### src/rtl/wide_add_pkg.sv
// ============================================================================
// Module   : wide_add_pkg
// Purpose  : Shared types and default sizing for the chunked sequential adder.
// Revision : 1.0 - initial release
// ============================================================================
`default_nettype none

package wide_add_pkg;

    // Default operand width and adder-slice width
    localparam int DEF_WIDTH = 100;
    localparam int DEF_CHUNK = 25;

    // Sequencer states
    typedef enum logic [1:0] {
        ST_IDLE = 2'd0,
        ST_RUN  = 2'd1,
        ST_DONE = 2'd2
    } state_t;

endpackage : wide_add_pkg

`default_nettype wire

### src/rtl/add_slice.sv
// ============================================================================
// Module   : add_slice
// Purpose  : CHUNK-bit combinational ripple-carry adder slice.
// Revision : 1.0 - initial release
// ============================================================================
`default_nettype none

module add_slice #(
    parameter int CHUNK = 25
) (
    input  logic [CHUNK-1:0] a,
    input  logic [CHUNK-1:0] b,
    input  logic             cin,
    output logic [CHUNK-1:0] sum,
    output logic             cout
);

    // w_carry[i] is the carry into bit i; w_carry[CHUNK] leaves the slice
    logic [CHUNK:0] w_carry;

    assign w_carry[0] = cin;

    // One full adder per bit, chained LSB to MSB
    generate
        for (genvar i = 0; i < CHUNK; i++) begin : g_bit
            assign sum[i]       = a[i] ^ b[i] ^ w_carry[i];
            assign w_carry[i+1] = (a[i] & b[i]) | (w_carry[i] & (a[i] ^ b[i]));
        end
    endgenerate

    assign cout = w_carry[CHUNK];

endmodule : add_slice

`default_nettype wire

### src/rtl/wide_add_seq.sv
// ============================================================================
// Module   : wide_add_seq
// Purpose  : WIDTH-bit adder built by reusing one CHUNK-bit slice over
//            WIDTH/CHUNK cycles, with valid/ready on operands and result.
//            Optional macro WIDE_ADD_SEQ_SUB_EN adds a 'sub' input that turns
//            the operation into a - b (cout=1 means no borrow).
// Revision : 1.0 - initial release
// ============================================================================
`default_nettype none

module wide_add_seq
    import wide_add_pkg::*;
#(
    parameter int WIDTH = DEF_WIDTH,
    parameter int CHUNK = DEF_CHUNK
) (
    input  logic             clk,
    input  logic             rst_n,
    input  logic             in_valid,
    output logic             in_ready,
    input  logic [WIDTH-1:0] a,
    input  logic [WIDTH-1:0] b,
    input  logic             cin,
`ifdef WIDE_ADD_SEQ_SUB_EN
    input  logic             sub,
`endif
    output logic             out_valid,
    input  logic             out_ready,
    output logic [WIDTH-1:0] sum,
    output logic             cout,
    output logic             busy
);

    localparam int NUM_CHUNKS = WIDTH / CHUNK;
    localparam int IDX_W      = (NUM_CHUNKS > 1) ? $clog2(NUM_CHUNKS) : 1;

    // Width must split into whole slices
    generate
        if ((WIDTH % CHUNK) != 0) begin : g_bad_cfg
            $error("wide_add_seq: WIDTH must be a multiple of CHUNK");
        end
    endgenerate

    state_t                                r_state;
    logic                                  r_in_ready;
    logic                                  r_out_valid;
    logic                                  r_busy;
    logic                                  r_cout;
    logic                                  r_carry;
    logic [IDX_W-1:0]                      r_idx;
    logic [NUM_CHUNKS-1:0][CHUNK-1:0]      r_a;
    logic [NUM_CHUNKS-1:0][CHUNK-1:0]      r_b;
    logic [NUM_CHUNKS-1:0][CHUNK-1:0]      r_sum;

    logic [CHUNK-1:0]                      w_slice_sum;
    logic                                  w_slice_cout;
    logic                                  w_last;
    logic [WIDTH-1:0]                      w_b_in;
    logic                                  w_carry_in;

    // Operand conditioning at the handshake: subtraction is a + ~b + 1
`ifdef WIDE_ADD_SEQ_SUB_EN
    assign w_b_in     = sub ? ~b : b;
    assign w_carry_in = sub ? 1'b1 : cin;
`else
    assign w_b_in     = b;
    assign w_carry_in = cin;
`endif

    assign w_last = (r_idx == IDX_W'(NUM_CHUNKS - 1));

    // The single shared slice, fed by the chunk selected by r_idx
    add_slice #(
        .CHUNK (CHUNK)
    ) u_slice (
        .a    (r_a[r_idx]),
        .b    (r_b[r_idx]),
        .cin  (r_carry),
        .sum  (w_slice_sum),
        .cout (w_slice_cout)
    );

    // Sequencer: accept operands, walk the chunks, hold result until taken
    always_ff @(posedge clk or negedge rst_n) begin
        if (!rst_n) begin
            r_state     <= ST_IDLE;
            r_in_ready  <= 1'b1;
            r_out_valid <= 1'b0;
            r_busy      <= 1'b0;
            r_sum       <= '0;
            r_cout      <= 1'b0;
            r_idx       <= '0;
            r_carry     <= 1'b0;
            r_a         <= '0;
            r_b         <= '0;
        end else begin
            unique case (r_state)
                ST_IDLE: begin
                    if (in_valid) begin
                        r_a        <= a;
                        r_b        <= w_b_in;
                        r_carry    <= w_carry_in;
                        r_idx      <= '0;
                        r_state    <= ST_RUN;
                        r_in_ready <= 1'b0;
                        r_busy     <= 1'b1;
                    end
                end
                ST_RUN: begin
                    r_sum[r_idx] <= w_slice_sum;
                    r_carry      <= w_slice_cout;
                    if (w_last) begin
                        r_cout      <= w_slice_cout;
                        r_idx       <= '0;
                        r_state     <= ST_DONE;
                        r_out_valid <= 1'b1;
                    end else begin
                        r_idx <= r_idx + IDX_W'(1);
                    end
                end
                ST_DONE: begin
                    if (out_ready) begin
                        r_state     <= ST_IDLE;
                        r_out_valid <= 1'b0;
                        r_busy      <= 1'b0;
                        r_in_ready  <= 1'b1;
                    end
                end
                default: begin
                    r_state     <= ST_IDLE;
                    r_in_ready  <= 1'b1;
                    r_out_valid <= 1'b0;
                    r_busy      <= 1'b0;
                    r_idx       <= '0;
                end
            endcase
        end
    end

    assign in_ready  = r_in_ready;
    assign out_valid = r_out_valid;
    assign busy      = r_busy;
    assign sum       = r_sum;
    assign cout      = r_cout;

endmodule : wide_add_seq

`default_nettype wire

### config.mk
export PLATFORM = sky130hd
export DESIGN_NAME = wide_add_seq
export DESIGN_NICKNAME = d
export VERILOG_FILES = /design/src/rtl/wide_add_pkg.sv /design/src/rtl/add_slice.sv /design/src/rtl/wide_add_seq.sv
export SDC_FILE = /design/constraint.sdc
export NUM_CORES = 1
export LEC_CHECK = 0
export ABC_AREA = 1
export CORE_ASPECT_RATIO = 1.5
export CORE_MARGIN = 2
export CORE_UTILIZATION = 55
export CTS_CLUSTER_SIZE = 40
export DETAILED_ROUTE_END_ITERATION = 12
export GPL_TIMING_DRIVEN = 0
export PLACE_DENSITY_LB_ADDON = 0.12
export SKIP_CTS_REPAIR_TIMING = 1
export SYNTH_ARGS = -nofsm -noshare
export SYNTH_HDL_FRONTEND = slang
export SYNTH_SLANG_ARGS = --single-unit
### constraint.sdc
create_clock -name clk -period 17.39 [get_ports clk]
set_input_delay 5.217 -clock clk [delete_from_list [all_inputs] [get_ports clk]]
set_output_delay 5.217 -clock clk [all_outputs]
set_load 0.05 [all_outputs]
-- After elaboration in Yosys (flattened, before gate mapping)
Index checks and enable logic that the tools add are counted.
- reductions and logical operators: 10
- $add $sub $neg: 1
- mux-type cells: 24
- bitwise gates (word level): 128
- eq/ne operators: 6
- order comparisons: 2
- operators with widths (operator ; number):
    binary-select mux 25 bit (select 2 bit) ; 2
    bitwise mux 100 bit ; 1
    two-way mux 25 bit ; 3
    bitwise AND 1 bit ; 50
    demux 25 bit (select 2 bit) ; 1
    bitwise XOR 1 bit ; 50
    bitwise OR 1 bit ; 25
    one-hot mux 2 bit (3 select lines) ; 2
    two-way mux 2 bit ; 5
    one-hot mux 1 bit (3 select lines) ; 3
    AND reduction 3 bit ; 3
    AND reduction 2 bit ; 4
    two-way mux 1 bit ; 6
    inequality test 2 bit, second input constant ; 3
    equality test 2 bit, second input constant ; 2
    < comparator 2 x 3 -> 1 bit, second input constant ; 1
    inverter 1 bit ; 3
    adder 2 x 1 -> 2 bit, second input constant ; 1
    equality test 2 x 1 -> 1 bit, second input constant ; 1
    >= comparator 2 x 1 -> 1 bit, second input constant ; 1
    logical NOT 2 bit ; 1
    one-hot mux 1 bit (2 select lines) ; 1
    nonzero test 2 bit ; 1
    logical AND 1 bit ; 1
- word-level logic and storage cells: 190
- input port bits: 205
- output and inout bits: 104
- register bits after elaboration: 309

-- Logic depth before layout (Yosys ltp)
- depth in word-level cells: 54
- gate-level depth with buffers: 39
- mapped depth without buffers: 37

-- By module
Synthesis repeated with hierarchy kept, for this count alone.
- cell total of the unflattened synthesis: 1610
- area total of the unflattened synthesis: 13895.8 µm²
- by module, submodules not included (module ; times used ; cells each ; sequential area each (µm²) ; area an instance (µm²)):
    wide_add_seq ; 1 ; 1575 ; 7733.7 ; 13357.8
    add_slice ; 1 ; 35 ; 0.0 ; 538.0

-- Worst setup path before layout
No wires, ideal clock.
- path type: flip-flop to flip-flop
- start: register r_idx[0]
- end: register r_sum, in the netlist sum[24]
- cell stages (with the launch flop): 37
- path slack: 6.127 ns
- setup time: 0.083 ns
- required time: 17.307 ns
- arrival time: 11.180 ns
- clock period less this slack: 11.263 ns
- buffers on the path: 3
- cells stage by stage: dfrtp_1 > buf_4 > inv_2 > buf_4 > buf_2 > nand2_1 > o211ai_1 > nand2_1 > fa_1 > fa_1 > fa_1 > fa_1 > fa_1 > fa_1 > fa_1 > fa_1 > fa_1 > fa_1 > fa_1 > fa_1 > fa_1 > fa_1 > fa_1 > fa_1 > inv_1 > fa_1 > inv_1 > fa_1 > fa_1 > fa_1 > fa_1 > fa_1 > fa_1 > fa_1 > inv_1 > fa_1 > o21ai_0
- cells in the longest elaborated chain, start to end: 53
- elaborated cells between the ends (all ways): 108
- classes of those cells: order compare: 2; mux: 7; bitwise: 98; reduce/logical: 1
- RTL lines (what ; RTL line ; text):
    from (decl) ; wide_add_seq.sv:50 ; logic [IDX_W-1:0] r_idx;
    from (signal assigned) ; wide_add_seq.sv:118 ; r_idx <= r_idx + IDX_W'(1);
    binary-select mux 25 bit (select 2 bit) (on tied branches) ; wide_add_seq.sv:76, wide_add_seq.sv:77 ;
    two-way mux 25 bit (on tied branches) ; wide_add_seq.sv:76, wide_add_seq.sv:77 ;
    bitwise XOR 1 bit ; add_slice.sv:27 ; assign w_carry[i+1] = (a[i] & b[i]) | (w_carry[i] & (a[i] ^ b[i]));
    bitwise AND 1 bit ; add_slice.sv:27 ;
    bitwise OR 1 bit ; add_slice.sv:27 ;
    bitwise AND 1 bit ; add_slice.sv:27 ;
    bitwise OR 1 bit ; add_slice.sv:27 ;
    bitwise AND 1 bit ; add_slice.sv:27 ;
    [37 not listed] ; -- ;
    bitwise AND 1 bit ; add_slice.sv:27 ;
    bitwise OR 1 bit ; add_slice.sv:27 ;
    bitwise AND 1 bit ; add_slice.sv:27 ;
    bitwise OR 1 bit ; add_slice.sv:27 ;
    bitwise AND 1 bit ; add_slice.sv:27 ;
    bitwise OR 1 bit ; add_slice.sv:27 ;
    bitwise XOR 1 bit ; add_slice.sv:26 ; assign sum[i] = a[i] ^ b[i] ^ w_carry[i];
    bitwise mux 100 bit (*) ; wide_add_seq.sv:110 ; r_sum[r_idx] <= w_slice_sum;
    to (signal, indexed assignment) ; wide_add_seq.sv:110 ;
    to (decl) ; wide_add_seq.sv:53 ; logic [NUM_CHUNKS-1:0][CHUNK-1:0] r_sum;
Mark *: on every way between the ends. The rest lies on a longest branch, timed or not. The select of a mux whose other input is x is not followed.
A chain may end at the register's enable or synchronous reset.

-- Worst setup path after layout
- start: register r_idx[1]
- end: register r_sum, in the netlist sum[24]
Same word-level chain as after synthesis.

==> results.toml <==
[status]
status = "finished, final reports clean"

[sta]
tightest_slew_ps = 697.4
finalHoldViolations = 0
setup_viol = 0
finalClockSkew_ps = 17.22
setup_slack_ps = 4916
max_freq_mhz = 80.17
period_needed_ps = 12470
max_slew_margin_pct = 53.51
slew_viol_final = 0
timing.hold.ws_ps = 477.4
fin_setup_tns_ps = 0
fin_crit_sh_pct = 71.73
rsz0062_at_grt = "false"

[worst_setup_path]
reg2regPathDepth = 34
worstPathMaxFanout = 10
crit_top_cell = "fa_1"
end_kind = "flip-flop"
startpoint = "r_idx[1]"
crit_path_end = "sum[24]"
cp.required_ps = 17860
cp.arrival_ps = 12940
critical_path.max_stage_delay_ps = 490
cpMaxStageDelayCell = "fa_1"
start_kind = "flip-flop"
reg2reg_to = "sum[24]"
crit_type = "reg2reg"
r2r_slack_ps = 4920
r2r_start = "r_idx[1]"

[global_routing]
grtUsageTotal_pct = 32.81
grt-ovfl-total = 0
antenna_found_initial = 1
grt_pass1_wl_mm = 66.98
grt_max_degree = 128
grt_pass1_vias = 12590

[final_layout]
nNetsFinal = 2180
most-common-layout-cells = "nand2_1, dfrtp_1, clkdlybuf4s50_1"
syn_to_final_growth_pct = 33.46
final_area_um2 = 18530
drive_gt1_share_pct = 7.364
layout.cells.non_filler = 2297
diodes = 0
final_core_util_pct = 74.23
final_common_cell = "nand2_1"

[floorplanning]
initial_core_util_pct = 55.62
core_area_um2 = 24960
die_h_um = 198.6
io_pins = 309
die_width_um = 133.7
rows = 71
die-area_um2 = 26560

[clock_network]
clk_latency_ps = 570
cts_tree = "built"
cts_buffers = 29
clock_sinks = 309
path_clk_slew_ps = 70
htree_levels = 1
cts-root-buf = "clkbuf_16"
clk_path_buf_depth = 3

[routing]
wl_mm = 42.75
routedWlPerCell_um = 18.61
via_per_inst = 5.319
routed.top_layer = "met5"
ant_nets = 0
dr.pass1.iters = 5
wirelength_met1_mm = 16.14
route.detailed.drc = 0
drtIter0Drc = 670
dr_wl_met2_mm = 22.51
vias = 12220
dr_wl_met3_mm = 2.686

[placed_design]
dpl.cell_count = 2243
gp_congestion = 0.9002
numPortBuffers = 308
placed_area_um2 = 17440
hpwl_mm = 32.75
dp_slack_ps = 5053

[power]
p_per_area_nw_per_um2 = 233.4
power_mw = 4.325
p_leak_nw = 9.195
ir_drop_v = 0.0001254

[synth]
synth.ff_latch_count = 309
yosysTopAreaCell = "dfrtp_1"
ys_warn_count = 0
synth.net_count = 1839
synth-seq-area-share_pct = 55.70
ys_types = 24
yosysTopAreaCellShare_pct = 55.52
synth_cells = 1605
synth.avg_cell_area_um2 = 8.650
syn_area_um2 = 13880
synthTopCellsByArea = "dfrtp_1, o21ai_0, nand2_1, inv_1, nor2_1"

[job]
drv_cap = 0

[min_path]
worstHoldPathType = "reg2reg"
hold_depth = 2
critical path: cells and delay by family (launching register included):
kind	cells	cell delay, ps
adders and majority gates	25	10460
and+or+nand+nor	2	260
buffers and inverters	5	870
AOI/OAI and AO/OA	2	400
DFF	1	380
Yosys cell counts, drive strengths merged:
| cell type | n |
|---|---|
| fa | 25 |
| nand3 | 11 |
| a21oi | 46 |
| nand2 | 385 |
| o21bai | 1 |
| nand3b | 2 |
| o21ai | 306 |
| dfrtp | 308 |
| buf | 75 |
| ha | 4 |
| o211ai | 46 |
| inv | 234 |
| dfstp | 1 |
| nor2 | 139 |
| clkbuf | 22 |
power by group:
group	total, mW	switching, mW	leakage (nW)	internal [mW]
Clock	0.721	0.284	0.539	0.436
Combinational	2.35	1.59	4.88	0.759
Sequential	1.25	0.184	3.77	1.07
Total	4.32	2.06	9.20	2.26
logic make-up after synthesis:
family                   synth area share [%]
adder cells (fa/ha/maj)                 3.965
buffers and inverters                   10.21
AND/OR/NAND/NOR                         14.89
AO/OA/AOI/OAI                           15.23
flip-flops                              55.70
worst min-delay path by stage:
stage / slack [ps] / end / start
final: 480 / busy / busy
after global routing: 500 / in_ready / in_ready
after CTS: 480 / in_ready / in_ready
after detailed placement: 470 / busy / busy
after global placement: 460 / busy / busy
after floorplan: 450 / r_a[0] / r_a[0]
state kept, by name (all words and copies together), names as in the netlist:
signal     cells
r_a          100
in_ready       1
r_state        2
r_b          100
out_valid      1
r_carry        1
sum          100
cout           1
busy           1
r_idx          2
routing by layer:
metal | vias up | GRT usage [%]
met5 | - | 0
met4 | 2 | 12.14
met3 | 93 | 3.593
met2 | 529 | 58.96
met1 | 5906 | 40.86
li1 | 5687 | -
layout make-up:
cell class | count | area [µm²]
tap | 328 | 410.4
clock inverter | 18 | 280.3
inverter | 234 | 880.8
multi-input combinational | 965 | 4732
timing repair buffer | 310 | 3143
sequential | 309 | 7734
clock buffer | 36 | 812.0
fill | 1906 | 6434
buffer | 97 | 536.8
Power figures use the tool's default switching activity.
